## config.mk

```make
export PLATFORM = sky130hd
export DESIGN_NAME = multicycle_ctrl_flat
export DESIGN_NICKNAME = d
export VERILOG_FILES = /design/src/rtl/mips_pkg.sv /design/src/rtl/multicycle_ctrl_if.sv /design/src/rtl/ctrl_op_decode.sv /design/src/rtl/multicycle_ctrl.sv /design/src/flat_wrapper.sv
export SDC_FILE = /design/constraint.sdc
export NUM_CORES = 1
export LEC_CHECK = 0
export BUFFER_PORTS_ARGS = -buffer_cell sky130_fd_sc_hd__clkbuf_2
export CAP_MARGIN = 15
export CORE_ASPECT_RATIO = 1.25
export CORE_MARGIN = 4
export CORE_UTILIZATION = 45
export CTS_CLUSTER_DIAMETER = 200
export DETAILED_ROUTE_END_ITERATION = 10
export PLACE_DENSITY_LB_ADDON = 0.08
export SLEW_MARGIN = 20
export SYNTH_ARGS = -nofsm -noshare
export SYNTH_HDL_FRONTEND = slang
export SYNTH_SLANG_ARGS = --single-unit
```

## constraint.sdc

```tcl
create_clock -name clk -period 3.8 [get_ports clk]
set_input_delay 0.38 -clock clk [delete_from_list [all_inputs] [get_ports clk]]
set_output_delay 0.38 -clock clk [all_outputs]
set_load 0.02 [all_outputs]
```

## src/rtl/mips_pkg.sv

```systemverilog
// Shared encodings for the multicycle MIPS-subset controller: FSM states,
// opcode/func constants, datapath select codes and the decoded-op record.
package mips_pkg;

    typedef enum logic [2:0] {
        S_FETCH  = 3'd0,
        S_DECODE = 3'd1,
        S_EXEC   = 3'd2,
        S_MEM    = 3'd3,
        S_WB     = 3'd4,
        S_HALT   = 3'd5
    } state_t;

    localparam logic [5:0] OP_RTYPE = 6'h00;
    localparam logic [5:0] OP_J     = 6'h02;
    localparam logic [5:0] OP_JAL   = 6'h03;
    localparam logic [5:0] OP_BEQ   = 6'h04;
    localparam logic [5:0] OP_ADDIU = 6'h09;
    localparam logic [5:0] OP_ORI   = 6'h0D;
    localparam logic [5:0] OP_LUI   = 6'h0F;
    localparam logic [5:0] OP_LW    = 6'h23;
    localparam logic [5:0] OP_SW    = 6'h2B;

    localparam logic [5:0] FN_SLL  = 6'h00;
    localparam logic [5:0] FN_JR   = 6'h08;
    localparam logic [5:0] FN_ADDU = 6'h21;
    localparam logic [5:0] FN_SUBU = 6'h23;
    localparam logic [5:0] FN_AND  = 6'h24;
    localparam logic [5:0] FN_OR   = 6'h25;
    localparam logic [5:0] FN_SLT  = 6'h2A;

    localparam logic [3:0] ALU_ADD = 4'd0;
    localparam logic [3:0] ALU_SUB = 4'd1;
    localparam logic [3:0] ALU_AND = 4'd2;
    localparam logic [3:0] ALU_OR  = 4'd3;
    localparam logic [3:0] ALU_SLT = 4'd4;
    localparam logic [3:0] ALU_SLL = 4'd5;
    localparam logic [3:0] ALU_LUI = 4'd6;

    localparam logic [1:0] PC_PLUS4  = 2'd0;
    localparam logic [1:0] PC_BRANCH = 2'd1;
    localparam logic [1:0] PC_JUMP   = 2'd2;
    localparam logic [1:0] PC_JR     = 2'd3;

    localparam logic [1:0] SRCB_RT   = 2'd0;
    localparam logic [1:0] SRCB_SEXT = 2'd1;
    localparam logic [1:0] SRCB_ZEXT = 2'd2;

    localparam logic [1:0] RD_RT  = 2'd0;
    localparam logic [1:0] RD_RD  = 2'd1;
    localparam logic [1:0] RD_R31 = 2'd2;

    localparam logic [1:0] WB_ALU = 2'd0;
    localparam logic [1:0] WB_MEM = 2'd1;
    localparam logic [1:0] WB_PC4 = 2'd2;

    localparam logic [1:0] FLT_NONE    = 2'd0;
    localparam logic [1:0] FLT_ILLEGAL = 2'd1;
    localparam logic [1:0] FLT_TIMEOUT = 2'd2;

    typedef enum logic [2:0] {
        IC_RALU, IC_JR, IC_IALU, IC_LW, IC_SW, IC_BEQ, IC_J, IC_JAL
    } iclass_t;

    typedef struct packed {
        iclass_t    cls;
        logic       illegal;
        logic [3:0] alu_op;
        logic [1:0] alu_src_b;
    } dec_t;

endpackage

```

## src/rtl/multicycle_ctrl_if.sv

```systemverilog
// Controller <-> datapath/memory bundle. master = controller side.
interface multicycle_ctrl_if;
    logic [5:0] opcode;
    logic [5:0] func;
    logic       zero;
    logic       mem_ready;
    logic       pc_we;
    logic [1:0] pc_src;
    logic       ir_we;
    logic       mem_re;
    logic       mem_we;
    logic [3:0] alu_op;
    logic [1:0] alu_src_b;
    logic       reg_we;
    logic [1:0] reg_dst;
    logic [1:0] wb_sel;
    logic [1:0] fault;
    logic [2:0] state;

    modport master (
        input  opcode, func, zero, mem_ready,
        output pc_we, pc_src, ir_we, mem_re, mem_we, alu_op, alu_src_b,
               reg_we, reg_dst, wb_sel, fault, state
    );

    modport slave (
        output opcode, func, zero, mem_ready,
        input  pc_we, pc_src, ir_we, mem_re, mem_we, alu_op, alu_src_b,
               reg_we, reg_dst, wb_sel, fault, state
    );
endinterface

```

## src/rtl/ctrl_op_decode.sv

```systemverilog
// Maps opcode/func to an instruction class, ALU operation and B-operand
// select; flags anything outside the supported subset as illegal.
module ctrl_op_decode
    import mips_pkg::*;
(
    input  logic [5:0] i_opcode,
    input  logic [5:0] i_func,
    output dec_t       o_dec
);

    // Pure table lookup; func only matters for R-type.
    always_comb begin
        o_dec.cls       = IC_RALU;
        o_dec.illegal   = 1'b0;
        o_dec.alu_op    = ALU_ADD;
        o_dec.alu_src_b = SRCB_RT;
        case (i_opcode)
            OP_RTYPE: begin
                case (i_func)
                    FN_ADDU: o_dec.alu_op = ALU_ADD;
                    FN_SUBU: o_dec.alu_op = ALU_SUB;
                    FN_AND:  o_dec.alu_op = ALU_AND;
                    FN_OR:   o_dec.alu_op = ALU_OR;
                    FN_SLT:  o_dec.alu_op = ALU_SLT;
                    FN_SLL:  o_dec.alu_op = ALU_SLL;
                    FN_JR:   o_dec.cls    = IC_JR;
                    default: o_dec.illegal = 1'b1;
                endcase
            end
            OP_ADDIU: begin o_dec.cls = IC_IALU; o_dec.alu_src_b = SRCB_SEXT; end
            OP_ORI:   begin o_dec.cls = IC_IALU; o_dec.alu_op = ALU_OR;  o_dec.alu_src_b = SRCB_ZEXT; end
            OP_LUI:   begin o_dec.cls = IC_IALU; o_dec.alu_op = ALU_LUI; o_dec.alu_src_b = SRCB_ZEXT; end
            OP_LW:    begin o_dec.cls = IC_LW;   o_dec.alu_src_b = SRCB_SEXT; end
            OP_SW:    begin o_dec.cls = IC_SW;   o_dec.alu_src_b = SRCB_SEXT; end
            OP_BEQ:   begin o_dec.cls = IC_BEQ;  o_dec.alu_op = ALU_SUB; end
            OP_J:     o_dec.cls = IC_J;
            OP_JAL:   o_dec.cls = IC_JAL;
            default:  o_dec.illegal = 1'b1;
        endcase
    end

endmodule

```

## src/rtl/multicycle_ctrl.sv

```systemverilog
// Multicycle controller FSM: FETCH/DECODE/EXEC/MEM/WB/HALT with a memory
// wait watchdog and a sticky fault code.
module multicycle_ctrl
    import mips_pkg::*;
#(
    parameter int MEM_WAIT_MAX = 15
) (
    input  logic               clk,
    input  logic               rst,
    multicycle_ctrl_if.master  bus
);

    localparam int WAIT_W = $clog2(MEM_WAIT_MAX + 1);

    state_t            r_state, w_next;
    logic [WAIT_W-1:0] r_wait, w_wait_nxt;
    logic [1:0]        r_fault, w_fault_nxt;
    logic              r_rst_q;
    dec_t              w_dec;
    logic              w_tmo;
    logic              w_pc_we, w_ir_we, w_mem_re, w_mem_we, w_reg_we;
    logic [1:0]        w_pc_src, w_alu_src_b, w_reg_dst, w_wb_sel;
    logic [3:0]        w_alu_op;

    ctrl_op_decode u_dec (
        .i_opcode (bus.opcode),
        .i_func   (bus.func),
        .o_dec    (w_dec)
    );

    // The MAX-th consecutive stalled cycle is the last one with a strobe;
    // the counter "reaches" MAX in the HALT state that follows.
    assign w_tmo = !bus.mem_ready && (r_wait == WAIT_W'(MEM_WAIT_MAX - 1));

    // State, wait counter, fault and reset-echo registers.
    always_ff @(posedge clk) begin
        if (rst) begin
            r_state <= S_FETCH;
            r_wait  <= '0;
            r_fault <= FLT_NONE;
            r_rst_q <= 1'b1;
        end else begin
            r_state <= w_next;
            r_wait  <= w_wait_nxt;
            r_fault <= w_fault_nxt;
            r_rst_q <= 1'b0;
        end
    end

    // Next-state and control decode.
    always_comb begin
        w_next      = r_state;
        w_wait_nxt  = '0;
        w_fault_nxt = r_fault;
        w_pc_we     = 1'b0;
        w_pc_src    = PC_PLUS4;
        w_ir_we     = 1'b0;
        w_mem_re    = 1'b0;
        w_mem_we    = 1'b0;
        w_alu_op    = ALU_ADD;
        w_alu_src_b = SRCB_RT;
        w_reg_we    = 1'b0;
        w_reg_dst   = RD_RT;
        w_wb_sel    = WB_ALU;
        case (r_state)
            S_FETCH: begin
                w_mem_re = 1'b1;
                // First cycle after reset: read is issued but never completes,
                // so no enable can fire in the cycle after reset.
                if (!r_rst_q) begin
                    if (bus.mem_ready) begin
                        w_ir_we = 1'b1;
                        w_pc_we = 1'b1;
                        w_next  = S_DECODE;
                    end else if (w_tmo) begin
                        w_next      = S_HALT;
                        w_fault_nxt = FLT_TIMEOUT;
                    end else begin
                        w_wait_nxt = r_wait + WAIT_W'(1);
                    end
                end
            end
            S_DECODE: begin
                if (w_dec.illegal) begin
                    w_next      = S_HALT;
                    w_fault_nxt = FLT_ILLEGAL;
                end else if (w_dec.cls == IC_J) begin
                    w_pc_we  = 1'b1;
                    w_pc_src = PC_JUMP;
                    w_next   = S_FETCH;
                end else if (w_dec.cls == IC_JAL) begin
                    w_next = S_WB;
                end else begin
                    w_next = S_EXEC;
                end
            end
            S_EXEC: begin
                w_alu_op    = w_dec.alu_op;
                w_alu_src_b = w_dec.alu_src_b;
                case (w_dec.cls)
                    IC_BEQ: begin
                        w_pc_we  = bus.zero;
                        w_pc_src = PC_BRANCH;
                        w_next   = S_FETCH;
                    end
                    IC_JR: begin
                        w_pc_we  = 1'b1;
                        w_pc_src = PC_JR;
                        w_next   = S_FETCH;
                    end
                    IC_LW, IC_SW: w_next = S_MEM;
                    default:      w_next = S_WB;
                endcase
            end
            S_MEM: begin
                w_mem_re = (w_dec.cls == IC_LW);
                w_mem_we = (w_dec.cls == IC_SW);
                if (bus.mem_ready) begin
                    w_next = (w_dec.cls == IC_LW) ? S_WB : S_FETCH;
                end else if (w_tmo) begin
                    w_next      = S_HALT;
                    w_fault_nxt = FLT_TIMEOUT;
                end else begin
                    w_wait_nxt = r_wait + WAIT_W'(1);
                end
            end
            S_WB: begin
                w_reg_we = 1'b1;
                w_next   = S_FETCH;
                case (w_dec.cls)
                    IC_RALU: w_reg_dst = RD_RD;
                    IC_LW:   w_wb_sel  = WB_MEM;
                    IC_JAL: begin
                        w_reg_dst = RD_R31;
                        w_wb_sel  = WB_PC4;
                        w_pc_we   = 1'b1;
                        w_pc_src  = PC_JUMP;
                    end
                    default: ;
                endcase
            end
            S_HALT:  w_next = S_HALT;
            default: w_next = S_FETCH;
        endcase
        // Reset beats whatever the current state would request.
        if (rst) begin
            w_pc_we  = 1'b0;
            w_ir_we  = 1'b0;
            w_mem_re = 1'b0;
            w_mem_we = 1'b0;
            w_reg_we = 1'b0;
        end
    end

    assign bus.pc_we     = w_pc_we;
    assign bus.pc_src    = w_pc_src;
    assign bus.ir_we     = w_ir_we;
    assign bus.mem_re    = w_mem_re;
    assign bus.mem_we    = w_mem_we;
    assign bus.alu_op    = w_alu_op;
    assign bus.alu_src_b = w_alu_src_b;
    assign bus.reg_we    = w_reg_we;
    assign bus.reg_dst   = w_reg_dst;
    assign bus.wb_sel    = w_wb_sel;
    assign bus.fault     = r_fault;
    assign bus.state     = r_state;

endmodule

```

## src/flat_wrapper.sv

```systemverilog
// flat-port wrapper written by rule: the top's interface ports become plain ports
module multicycle_ctrl_flat import mips_pkg::*;
#(
    parameter int MEM_WAIT_MAX = 15
)
  (clk, rst, bus_opcode, bus_func, bus_zero, bus_mem_ready, bus_pc_we, bus_pc_src, bus_ir_we, bus_mem_re, bus_mem_we, bus_alu_op, bus_alu_src_b, bus_reg_we, bus_reg_dst, bus_wb_sel, bus_fault, bus_state);
  multicycle_ctrl_if bus_i ();
  input  logic clk;
  input  logic rst;
  input wire logic [$bits(bus_i.opcode)-1:0] bus_opcode;
  input wire logic [$bits(bus_i.func)-1:0] bus_func;
  input wire logic [$bits(bus_i.zero)-1:0] bus_zero;
  input wire logic [$bits(bus_i.mem_ready)-1:0] bus_mem_ready;
  output wire logic [$bits(bus_i.pc_we)-1:0] bus_pc_we;
  output wire logic [$bits(bus_i.pc_src)-1:0] bus_pc_src;
  output wire logic [$bits(bus_i.ir_we)-1:0] bus_ir_we;
  output wire logic [$bits(bus_i.mem_re)-1:0] bus_mem_re;
  output wire logic [$bits(bus_i.mem_we)-1:0] bus_mem_we;
  output wire logic [$bits(bus_i.alu_op)-1:0] bus_alu_op;
  output wire logic [$bits(bus_i.alu_src_b)-1:0] bus_alu_src_b;
  output wire logic [$bits(bus_i.reg_we)-1:0] bus_reg_we;
  output wire logic [$bits(bus_i.reg_dst)-1:0] bus_reg_dst;
  output wire logic [$bits(bus_i.wb_sel)-1:0] bus_wb_sel;
  output wire logic [$bits(bus_i.fault)-1:0] bus_fault;
  output wire logic [$bits(bus_i.state)-1:0] bus_state;
  assign bus_i.opcode = bus_opcode;
  assign bus_i.func = bus_func;
  assign bus_i.zero = bus_zero;
  assign bus_i.mem_ready = bus_mem_ready;
  assign bus_pc_we = bus_i.pc_we;
  assign bus_pc_src = bus_i.pc_src;
  assign bus_ir_we = bus_i.ir_we;
  assign bus_mem_re = bus_i.mem_re;
  assign bus_mem_we = bus_i.mem_we;
  assign bus_alu_op = bus_i.alu_op;
  assign bus_alu_src_b = bus_i.alu_src_b;
  assign bus_reg_we = bus_i.reg_we;
  assign bus_reg_dst = bus_i.reg_dst;
  assign bus_wb_sel = bus_i.wb_sel;
  assign bus_fault = bus_i.fault;
  assign bus_state = bus_i.state;
  multicycle_ctrl #(.MEM_WAIT_MAX(MEM_WAIT_MAX)) u_core (.clk(clk), .rst(rst), .bus(bus_i));
endmodule
```

==> results of run 1 <==
## metal layers
metal  up-vias  global-route usage
met5         -                   0
met4         0             0.03934
met3         4             0.02148
met2        29              0.3280
met1       573              0.2064
li1        630                   -
## area by class of cell
class                      count  area (µm²)  area share
timing repair buffer          36       180.2      0.1429
clock buffer                   4       36.28     0.02877
tap                           31       38.79     0.03075
inverter                       8       30.03     0.02381
multi-input combinational    129       775.7      0.6151
sequential                    10       200.2      0.1587
## Yosys cell counts (2+ instances only)
master | number | share of area
xnor2_1 | 2 | 0.016
o21ai_0 | 5 | 0.023
clkbuf_1 | 4 | 0.014
nand2b_1 | 3 | 0.018
nor4_1 | 3 | 0.018
dfxtp_1 | 10 | 0.19
and3_1 | 3 | 0.018
nand2_1 | 9 | 0.032
buf_2 | 3 | 0.014
nand4_1 | 5 | 0.029
ha_1 | 2 | 0.023
o22a_1 | 2 | 0.016
a21oi_1 | 10 | 0.047
nor3_1 | 8 | 0.038
a211oi_1 | 2 | 0.014
nor2_1 | 34 | 0.12
buf_6 | 2 | 0.021
inv_1 | 8 | 0.028
a311oi_2 | 2 | 0.028
nand3_1 | 7 | 0.033
or3_1 | 2 | 0.012
## through the flow
step                hold slack, ps  area (µm²)    util  setup slack [ps]  total power (µW)
floorplan                    407.7        1066       -              1288             169.8
global placement             448.2        1225  0.5482              1348             192.3
detailed placement           453.9        1225  0.5482              1268             192.9
CTS                          368.6        1261  0.5644              1260             288.4
global route                 385.6        1261  0.5644              1117             303.4
finish                       378.9        1261  0.5644              1260             284.6
## critical path, cell delays in order
cell and delay (ps):
clkbuf_2 200, nor3_2 340, nand4b_1 190, o32ai_2 210, nor3b_4 280, o21ai_2 80
a311oi_2 260, clkbuf_2 200
## flip-flops by register name, summed over array words and instances, names as in the netlist
signal and count:
u_core.bus.fault 2, u_core.r_wait 4, u_core.r_rst_q 1, u_core.bus.state 3
## cell families (layout without fill, tap and decap cells)
group                    after synthesis  count (layout)  synth area share
multiplexers                           1               1          0.009390
flip-flops                            10              10            0.1878
adder cells (fa/ha/maj)                2               2           0.02347
XOR/XNOR                               3               3           0.02465
AND/OR/NAND/NOR                       86              86            0.4179
buffers and inverters                 18              48           0.08450
other                                  1               1          0.003518
AO/OA/AOI/OAI                         36              36            0.2489
## final timing paths
| path | startpoint | endpoint | slack (ps) | cells past startpoint |
|---|---|---|---|---|
| worst min register to register | u_core.r_wait[0] | u_core.r_wait[0] | 460 | 1 |
| worst max register to register | u_core.r_wait[0] | u_core.r_wait[3] | 2100 | 5 |
| worst min-delay path | rst | u_core.r_rst_q | 380 | 1 |
| worst max-delay path | bus_opcode[3] | bus_pc_we | 1260 | 8 |
## power breakdown
| part | switching [µW] | internal [µW] | leakage [µW] |
|---|---|---|---|
| Combinational | 49.4 | 28.0 | 0.000406 |
| Clock | 35.3 | 58.2 | 0.0000210 |
| Sequential | 5.40 | 108 | 0.0000814 |
==> summary.txt, run 1 <==
Timing
  • Setup TNS: 0 ps
  • Final Hold Fails: 0
  • Final min period: 2540 ps
  • Final setup viols: 0
  • RSZ-0062 raised after global routing: false
  • F_max: 393.7 MHz
  • Clock Skew: 2.889 ps
  • Final period util: 0.6684
  • Final Max Slew Viols: 0

Drt
  • Met3 WL: 106 µm
  • DRT antenna net count: 0
  • Via Count: 1,236
  • Drt first pass iters: 4
  • DRC: 0
  • Vias/cell: 5.670
  • M1 WL: 1.150 mm
  • WL final: 2.804 mm
  • Per-cell routed wire length: 12.86 µm
  • Initial drt markers: 46
  • DR WL met2: 1.528 mm
  • Top sig layer: met4

Synthesis
  • Yosys cell types: 52
  • Post-synthesis sequential area ratio: 0.1878
  • Post-Syn Nets: 175
  • Synth Register Bits: 10
  • Async set-or-reset flop fraction in the synthesized netlist: 0
  • Ys flop type: dfxtp_1
  • Netlist area before placement: 0.001066 mm²
  • Post-synth EDFFs: 0
  • Avg Inst Size Synth: 6.790 µm²
  • Synth warn: 0
  • Synthesized instance count: 157

Finish
  • Fill cells: 233
  • Most frequent cells in the layout: clkbuf_2, nor2_1, a21oi_1, dfxtp_1, nand2_1
  • Post-layout net count: 206
  • Final Non-Filler Cells: 218
  • Syn-to-layout area delta: 18.31%
  • Most common cell after layout, fill and taps aside: clkbuf_2
  • Share of layout cells above drive strength 1: 0.2727
  • # diodes: 0

GRT
  • Largest net degree at the start of global routing: 14
  • GRT Residual Overflow: 0
  • Antenna violations before repair: 0
  • Total GRT Usage: 0.1762
  • Vias in the first global route: 1,098
  • Global-route wire length before repair: 4.692 mm

CTS
  • Hold_buf cts: 0
  • Root Buffer: clkbuf_4
  • Maximum clock insertion buffer count: 2
  • Sink Count: 10
  • Post-CTS setup buffer count: 0
  • CTS tree: done
  • CTS clk-pin slew, worst paths: 60 ps
  • Later-pin clock latency in the skew report: 260 ps
  • H-tree depth: 1
  • Cts bufs inserted: 3
  • Post-CTS Resized: 0

Floorplanning
  • Rows: 19
  • Core area: 0.002235 mm²
  • IO Pins: 38
  • Die footprint: 0.003217 mm²
  • Die Y: 62.42 µm
  • Initial Util: 0.4770
  • Die Span X: 51.54 µm

Place
  • PortBufs: 36
  • Dpl hpwl: 2.281 mm
  • Placed cells: 214
  • Routability Congestion: 0.8547

Status
  • Status: finished, final reports clean

Power
  • Total leakage power: 0.0005081 µW
  • Worst VDD drop: 0.0002749 V
  • Pwr dens: 225.6 mW/mm²

Critical path
  • CP Max Fanout: 12
  • Crit path launch type: input port
  • CP endpoint kind: primary output
  • Setup CP Type: in -> out
  • Critical Path RT: 3420 ps
  • Crit path DAT: 2160 ps

Hold path
  • Worst min path class: in -> reg

Job
  • MaxCap Viol Count: 0
Power figures use the tool's default switching activity.
==> run 2: changes to the inputs <==
ABC_AREA = 1   (was unset)
CORE_UTILIZATION = 44   (was 45)
clock period = 2 ns   (was 3.8 ns; I/O delays follow)
==> summary.txt, run 2 <==
Timing
  • Clock Skew: 6.470 ps (was 2.889 ps)
  • F_max: 554.0 MHz
  • Setup TNS: 0 ps (unchanged)
  • Final setup viols: 0 (unchanged)
  • Final Hold Fails: 0 (unchanged)
  • Final Max Slew Viols: 0 (unchanged)
  • Final min period: 1805 ps
  • Final period util: 0.9025
  • Final worst slack: 194.9 ps (was 1260 ps)
  • RSZ-0062 raised after global routing: false (unchanged)

Power
  • NetSw: 174.4 µW (was 90.16 µW)
  • Total leakage power: 0.0007055 µW (was 0.0005081 µW)
  • Int Pwr: 326.7 µW (was 194.4 µW)
  • Net Sw Frac: 0.3480 (was 0.3168)
  • Pwr dens: 388.1 mW/mm² (was 225.6 mW/mm²)
  • Sequential share of power: 0.430 (was 0.399)
  • Comb power frac: 0.315 (was 0.272)
  • Clock share of power: 0.255 (was 0.329)
  • Tot Pwr: 501.1 µW (was 284.6 µW)
  • Worst VDD drop: 0.0003765 V (was 0.0002749 V)

Finish
  • Biggest register: u_core.r_wait (unchanged)
  • Most common cell after layout, fill and taps aside: clkbuf_2 (unchanged)
  • Most frequent cells in the layout: clkbuf_2, nand2_1, inv_1 (was clkbuf_2, nor2_1, a21oi_1, dfxtp_1, nand2_1)
  • Post-layout net count: 238 (was 206)
  • Share of layout cells above drive strength 1: 0.2752 (was 0.2727)
  • # diodes: 0 (unchanged)
  • Max FFs per register: 4 (unchanged)
  • Syn-to-layout area delta: 22.13% (was 18.31%)

Synthesis
  • Synth area leader: dfxtp_1 (unchanged)
  • Post-Syn Nets: 198 (was 175)
  • Post-synth EDFFs: 0 (unchanged)
  • Share of the synthesized area in the top cell type: 0.1893 (was 0.1878)
  • Synthesized instance count: 180 (was 157)
  • Async set-or-reset flop fraction in the synthesized netlist: 0 (unchanged)
  • Avg Inst Size Synth: 5.874 µm² (was 6.790 µm²)
  • Cell with the most instances after synthesis: nand2_1 (was nor2_1)
  • Synth warn: 0 (unchanged)
  • Post-synthesis sequential area ratio: 0.1893 (was 0.1878)
  • Top post-synthesis cells by count: nand2_1, inv_1, nor2_1 (was nor2_1, a21oi_1, dfxtp_1)
  • Synth Register Bits: 10 (unchanged)
  • Ys flop type: dfxtp_1 (unchanged)
  • Netlist area before placement: 0.001057 mm² (was 0.001066 mm²)
  • Top post-synthesis cells by area: dfxtp_1, nand2_1, nand3_1, inv_1, nor2_1 (was dfxtp_1, nor2_1, a21oi_1, nor3_1, nand3_1)
  • Yosys cell types: 29 (was 52)

Place
  • Dpl hpwl: 2.398 mm (was 2.281 mm)
  • PortBufs: 36 (unchanged)
  • Routability Congestion: 0.9276 (was 0.8547)
  • Dpl ws: 343.1 ps (was 1268 ps)

Job
  • MaxCap Viol Count: 0 (unchanged)

Drt
  • Initial drt markers: 32 (was 46)
  • Vias/cell: 5.048 (was 5.670)
  • Via Count: 1,257 (was 1,236)
  • Per-cell routed wire length: 11.06 µm (was 12.86 µm)
  • WL final: 2.753 mm (was 2.804 mm)
  • DRT antenna net count: 0 (unchanged)
  • Drt first pass iters: 4 (unchanged)
  • DRC: 0 (unchanged)

CTS
  • CTS clk-pin slew, worst paths: 60 ps (about the same)
  • H-tree depth: 1 (unchanged)
  • Cts bufs inserted: 3 (unchanged)
  • Root Buffer: clkbuf_4 (unchanged)
  • Maximum clock insertion buffer count: 2 (unchanged)
  • Later-pin clock latency in the skew report: 250 ps (was 260 ps)
  • Sink Count: 10 (unchanged)
  • Hold_buf cts: 0 (unchanged)
  • CTS tree: done (unchanged)

Floorplanning
  • Die footprint: 0.003256 mm² (was 0.003217 mm²)
  • IO Pins: 38 (unchanged)
  • Rows: 19 (unchanged)
  • Die Span X: 51.85 µm (was 51.54 µm)
  • Die Y: 62.81 µm (was 62.42 µm)
  • Core area: 0.002258 mm² (was 0.002235 mm²)
  • Initial Util: 0.4681 (was 0.4770)

Critical path
  • Crit path DAT: 1610 ps (was 2160 ps)
  • Worst R2R End: u_core.bus.state[0] (was u_core.r_wait[3])
  • CP endpoint kind: primary output (unchanged)
  • Critical path origin: u_core.bus.state[1] (was bus_opcode[3])
  • Worst R2R Path Depth: 8 (was 5)
  • Flop2flop setup slack: 570 ps (was 2100 ps)
  • Critical Path RT: 1800 ps (was 3420 ps)
  • Setup CP Type: reg -> out (was in -> out)
  • CP Max Fanout: 5 (was 12)
  • Crit path launch type: flip-flop (was input port)
  • R2r startpoint: u_core.r_wait[0] (unchanged)

GRT
  • Largest net degree at the start of global routing: 9 (was 14)
  • Total GRT Usage: 0.1757 (was 0.1762)
  • Vias in the first global route: 1,217 (was 1,098)
  • GRT Residual Overflow: 0 (unchanged)
  • Antenna violations before repair: 0 (unchanged)
  • Global-route wire length before repair: 4.712 mm (was 4.692 mm)

Hold path
  • Hold Path Stages: 1 (unchanged)
  • Hold Startpoint: rst (unchanged)
  • Worst min path class: in -> reg (unchanged)
  • Hold Path End: u_core.r_rst_q (unchanged)

Status
  • Status: finished, final reports clean (unchanged)
-- run 2: cell types whose count changed after synthesis, sizes merged, moves of 4 or more --
cell / before / now
nand2: 9 / 36
inv: 8 / 31
nand3: 7 / 26
buf: 6 / 2
clkbuf: 4 / 0
-- run 2: cells by family (layout without fill, tap and decap cells) --
family / Yosys count / after routing / synth area share
simple gates: 112 / 112 / 0.5255
fa+ha+maj: 2 / 2 / 0.02366
compound gates: 20 / 20 / 0.1112
xor+xnor: 2 / 2 / 0.01657
flops: 10 / 10 / 0.1893
buf+inv: 33 / 71 / 0.1302
other cells: 1 / 1 / 0.003547
-- run 2: routing by layer --
metal / wire [µm] / up-vias / global-route usage
li1: - / 661 / -
met1: 1168 / 555 / 0.2052
met2: 1402 / 37 / 0.3176
met3: 153 / 4 / 0.01909
met4: 29 / 0 / 0.05902
met5: 0 / - / 0
-- run 2: through the flow --
| step | std cells | hold slack, ps | cell area (µm²) | util |
|---|---|---|---|---|
| finish | 249 | 183.6 | 1291 | 0.5717 |
| global route | 249 | 182.0 | 1291 | 0.5717 |
| CTS | 249 | 179.7 | 1287 | 0.5701 |
| detailed placement | 246 | 436.3 | 1265 | 0.5601 |
| floorplan | 180 | 227.7 | 1057 | - |
| global placement | 246 | 426.4 | 1265 | 0.5601 |
-- run 2: final cells by class --
type,count,area (µm²)
Inverter,31,118.9
Fill cell,232,967.2
Timing Repair Buffer,37,187.7
Tap cell,31,38.79
Multi-Input combinational cell,137,721.9
Sequential cell,10,201.4
Clock buffer,3,22.52
-- run 2: timing repair --
action,4_1_cts,5_1_grt
buffers inserted,0,0
resized for setup,0,2
setup endpoints to repair,0,1
-- run 2: worst max-delay path, stage by stage, from the launching register on --
cell      delay, ps
dfxtp_1         390
inv_1            90
nor3_2          180
inv_1           140
nor3_1          240
a31o_2          150
clkbuf_2        160
-- run 2: worst max-delay path by stage --
stage,to,cells past startpoint
after CTS,bus_pc_we,9
after detailed placement,bus_pc_we,11
after floorplan,bus_alu_op[1],5
final,bus_alu_op[1],6
after global placement,bus_pc_we,11
after global routing,bus_pc_we,9
-- run 2: power groups by stage --
stage | Clock, µW | Combinational (µW) | Sequential [µW]
3_5_place_dp | 0 | 157 | 219
6_report | 128 | 158 | 215
3_3_place_gp | 0 | 156 | 219
4_1_cts | 132 | 158 | 215
5_1_grt | 144 | 177 | 217
2_1_floorplan | 0 | 101 | 226
==> run 3: changes to the inputs <==
CORE_ASPECT_RATIO = unset   (was 1.25)
==> summary.txt, run 3 (synthesis results as in run 2) <==
Finish
  • Max FFs per register: 4 (unchanged)
  • Biggest register: u_core.r_wait (unchanged)
  • Syn-to-layout area delta: 22.84% (was 22.13%)
  • # diodes: 0 (unchanged)
  • Most frequent cells in the layout: clkbuf_2, nand2_1, inv_1 (unchanged)
  • Most common cell after layout, fill and taps aside: clkbuf_2 (unchanged)
  • Fin area: 0.001299 mm² (was 0.001291 mm²)
  • Post-layout net count: 238 (unchanged)
  • Share of layout cells above drive strength 1: 0.2740 (was 0.2752)

Timing
  • Final period util: 0.8993 (was 0.9025)
  • F_max: 556.0 MHz (was 554.0 MHz)
  • Final setup viols: 0 (unchanged)
  • Setup TNS: 0 ps (unchanged)
  • Final Max Slew Viols: 0 (unchanged)
  • Clock Skew: 3.711 ps (was 6.470 ps)
  • RSZ-0062 raised after global routing: false (unchanged)
  • Final Hold Fails: 0 (unchanged)
  • Final min period: 1799 ps (was 1805 ps)

GRT
  • Antenna violations before repair: 0 (unchanged)
  • GRT Residual Overflow: 0 (unchanged)
  • Largest net degree at the start of global routing: 9 (unchanged)
  • Total GRT Usage: 0.1830 (was 0.1757)
  • Vias in the first global route: 1,187 (was 1,217)
  • Global-route wire length before repair: 4.892 mm (was 4.712 mm)

Drt
  • WL final: 2.842 mm (was 2.753 mm)
  • Via Count: 1,292 (was 1,257)
  • Initial drt markers: 68 (was 32)
  • M1 WL: 1.309 mm (was 1.168 mm)
  • Top sig layer: met4 (unchanged)
  • Per-cell routed wire length: 11.51 µm (was 11.06 µm)
  • DR WL met2: 1.165 mm (was 1.402 mm)
  • DRC: 0 (unchanged)
  • Met3 WL: 260 µm (was 153 µm)
  • DRT antenna net count: 0 (unchanged)
  • Vias/cell: 5.231 (was 5.048)
  • Drt first pass iters: 4 (unchanged)

CTS
  • Root Buffer: clkbuf_4 (unchanged)
  • Post-CTS Resized: 0 (unchanged)
  • CTS clk-pin slew, worst paths: 70 ps (was 60 ps)
  • CTS tree: done (unchanged)
  • H-tree depth: 1 (unchanged)
  • Later-pin clock latency in the skew report: 270 ps (was 250 ps)
  • Sink Count: 10 (unchanged)
  • Post-CTS setup buffer count: 0 (unchanged)
  • Hold_buf cts: 0 (unchanged)
  • Cts bufs inserted: 3 (unchanged)
  • Maximum clock insertion buffer count: 2 (unchanged)

Floorplanning
  • Die Y: 57.02 µm (was 62.81 µm)
  • Rows: 17 (was 19)
  • Die Span X: 57.02 µm (was 51.85 µm)
  • Core area: 0.002255 mm² (was 0.002258 mm²)
  • Die footprint: 0.003251 mm² (was 0.003256 mm²)
  • IO Pins: 38 (unchanged)
  • Initial Util: 0.4689 (was 0.4681)

Power
  • Pwr dens: 429.1 mW/mm² (was 388.1 mW/mm²)
  • Net Sw Frac: 0.3392 (was 0.3480)
  • Worst VDD drop: 0.0004389 V (was 0.0003765 V)
  • Clock share of power: 0.329 (was 0.255)
  • Total leakage power: 0.0007128 µW (was 0.0007055 µW)
  • Sequential share of power: 0.386 (was 0.430)
  • Comb power frac: 0.285 (was 0.315)
  • NetSw: 189.0 µW (was 174.4 µW)
  • Int Pwr: 368.2 µW (was 326.7 µW)

Hold path
  • Worst min path class: in -> reg (unchanged)
  • Hold Path Stages: 1 (unchanged)

Critical path
  • Worst R2R Path Depth: 10 (was 8)
  • CP Max Fanout: 5 (unchanged)
  • Setup CP Type: reg -> out (unchanged)
  • Crit path DAT: 1600 ps (was 1610 ps)
  • CP endpoint kind: primary output (unchanged)
  • Critical Path RT: 1800 ps (about the same)
  • Crit path launch type: flip-flop (unchanged)
  • Flop2flop setup slack: 570 ps (about the same)

Place
  • Routability Congestion: 0.9111 (was 0.9276)
  • Dpl hpwl: 2.408 mm (was 2.398 mm)
  • PortBufs: 36 (unchanged)
  • Area post-placement: 0.001261 mm² (was 0.001265 mm²)

Status
  • Status: finished, final reports clean (unchanged)

Job
  • MaxCap Viol Count: 0 (unchanged)
==> run 3: final timing paths <==
| check | endpoint | startpoint |
|---|---|---|
| max | bus_alu_op[1] | u_core.bus.state[1] |
| min | u_core.r_rst_q | rst |
| max reg2reg | u_core.bus.state[2] | u_core.r_wait[0] |
| min reg2reg | u_core.bus.fault[0] | u_core.bus.fault[0] |
==> run 3: layout make-up <==
class / instances / area (µm²)
tap: 28 / 35.03
fill: 248 / 955.9
clock buffer: 4 / 36.28
sequential: 10 / 201.4
timing repair buffer: 37 / 187.7
multi-input combinational: 137 / 719.4
inverter: 31 / 118.9
==> run 3: critical path, cell delays in order, from the launching register on <==
cell and delay (ps):
dfxtp_1 390, inv_1 80, nor3_2 150, inv_1 130, nor3_1 260, a31o_2 160, clkbuf_2 160
==> run 3: per-stage QoR <==
| step | worst slack [ps] | utilization | cells | power [µW] | hold WS (ps) |
|---|---|---|---|---|---|
| 5_1_grt | 12.19 | 0.5760 | 247 | 597.0 | 132.3 |
| 3_3_place_gp | 400.8 | 0.5594 | 243 | 374.2 | 415.5 |
| 4_1_cts | 122.1 | 0.5755 | 247 | 560.7 | 139.4 |
| 2_1_floorplan | 108.0 | - | 180 | 326.7 | 227.7 |
| 3_5_place_dp | 352.3 | 0.5594 | 243 | 376.9 | 419.3 |
| 6_report | 201.5 | 0.5760 | 247 | 557.3 | 153.5 |
==> run 3: power groups by stage <==
stage | Clock, µW | Sequential, µW | Combinational (µW)
6_report | 183 | 215 | 159
5_1_grt | 202 | 217 | 178
4_1_cts | 187 | 215 | 158
3_5_place_dp | 0 | 219 | 158
3_3_place_gp | 0 | 219 | 155
2_1_floorplan | 0 | 226 | 101
==> run 3: per-layer routing <==
metal,vias to the layer above,track usage
li1,673,-
met1,550,0.2463
met2,57,0.2643
met3,12,0.05430
met4,0,0.08940
met5,-,0
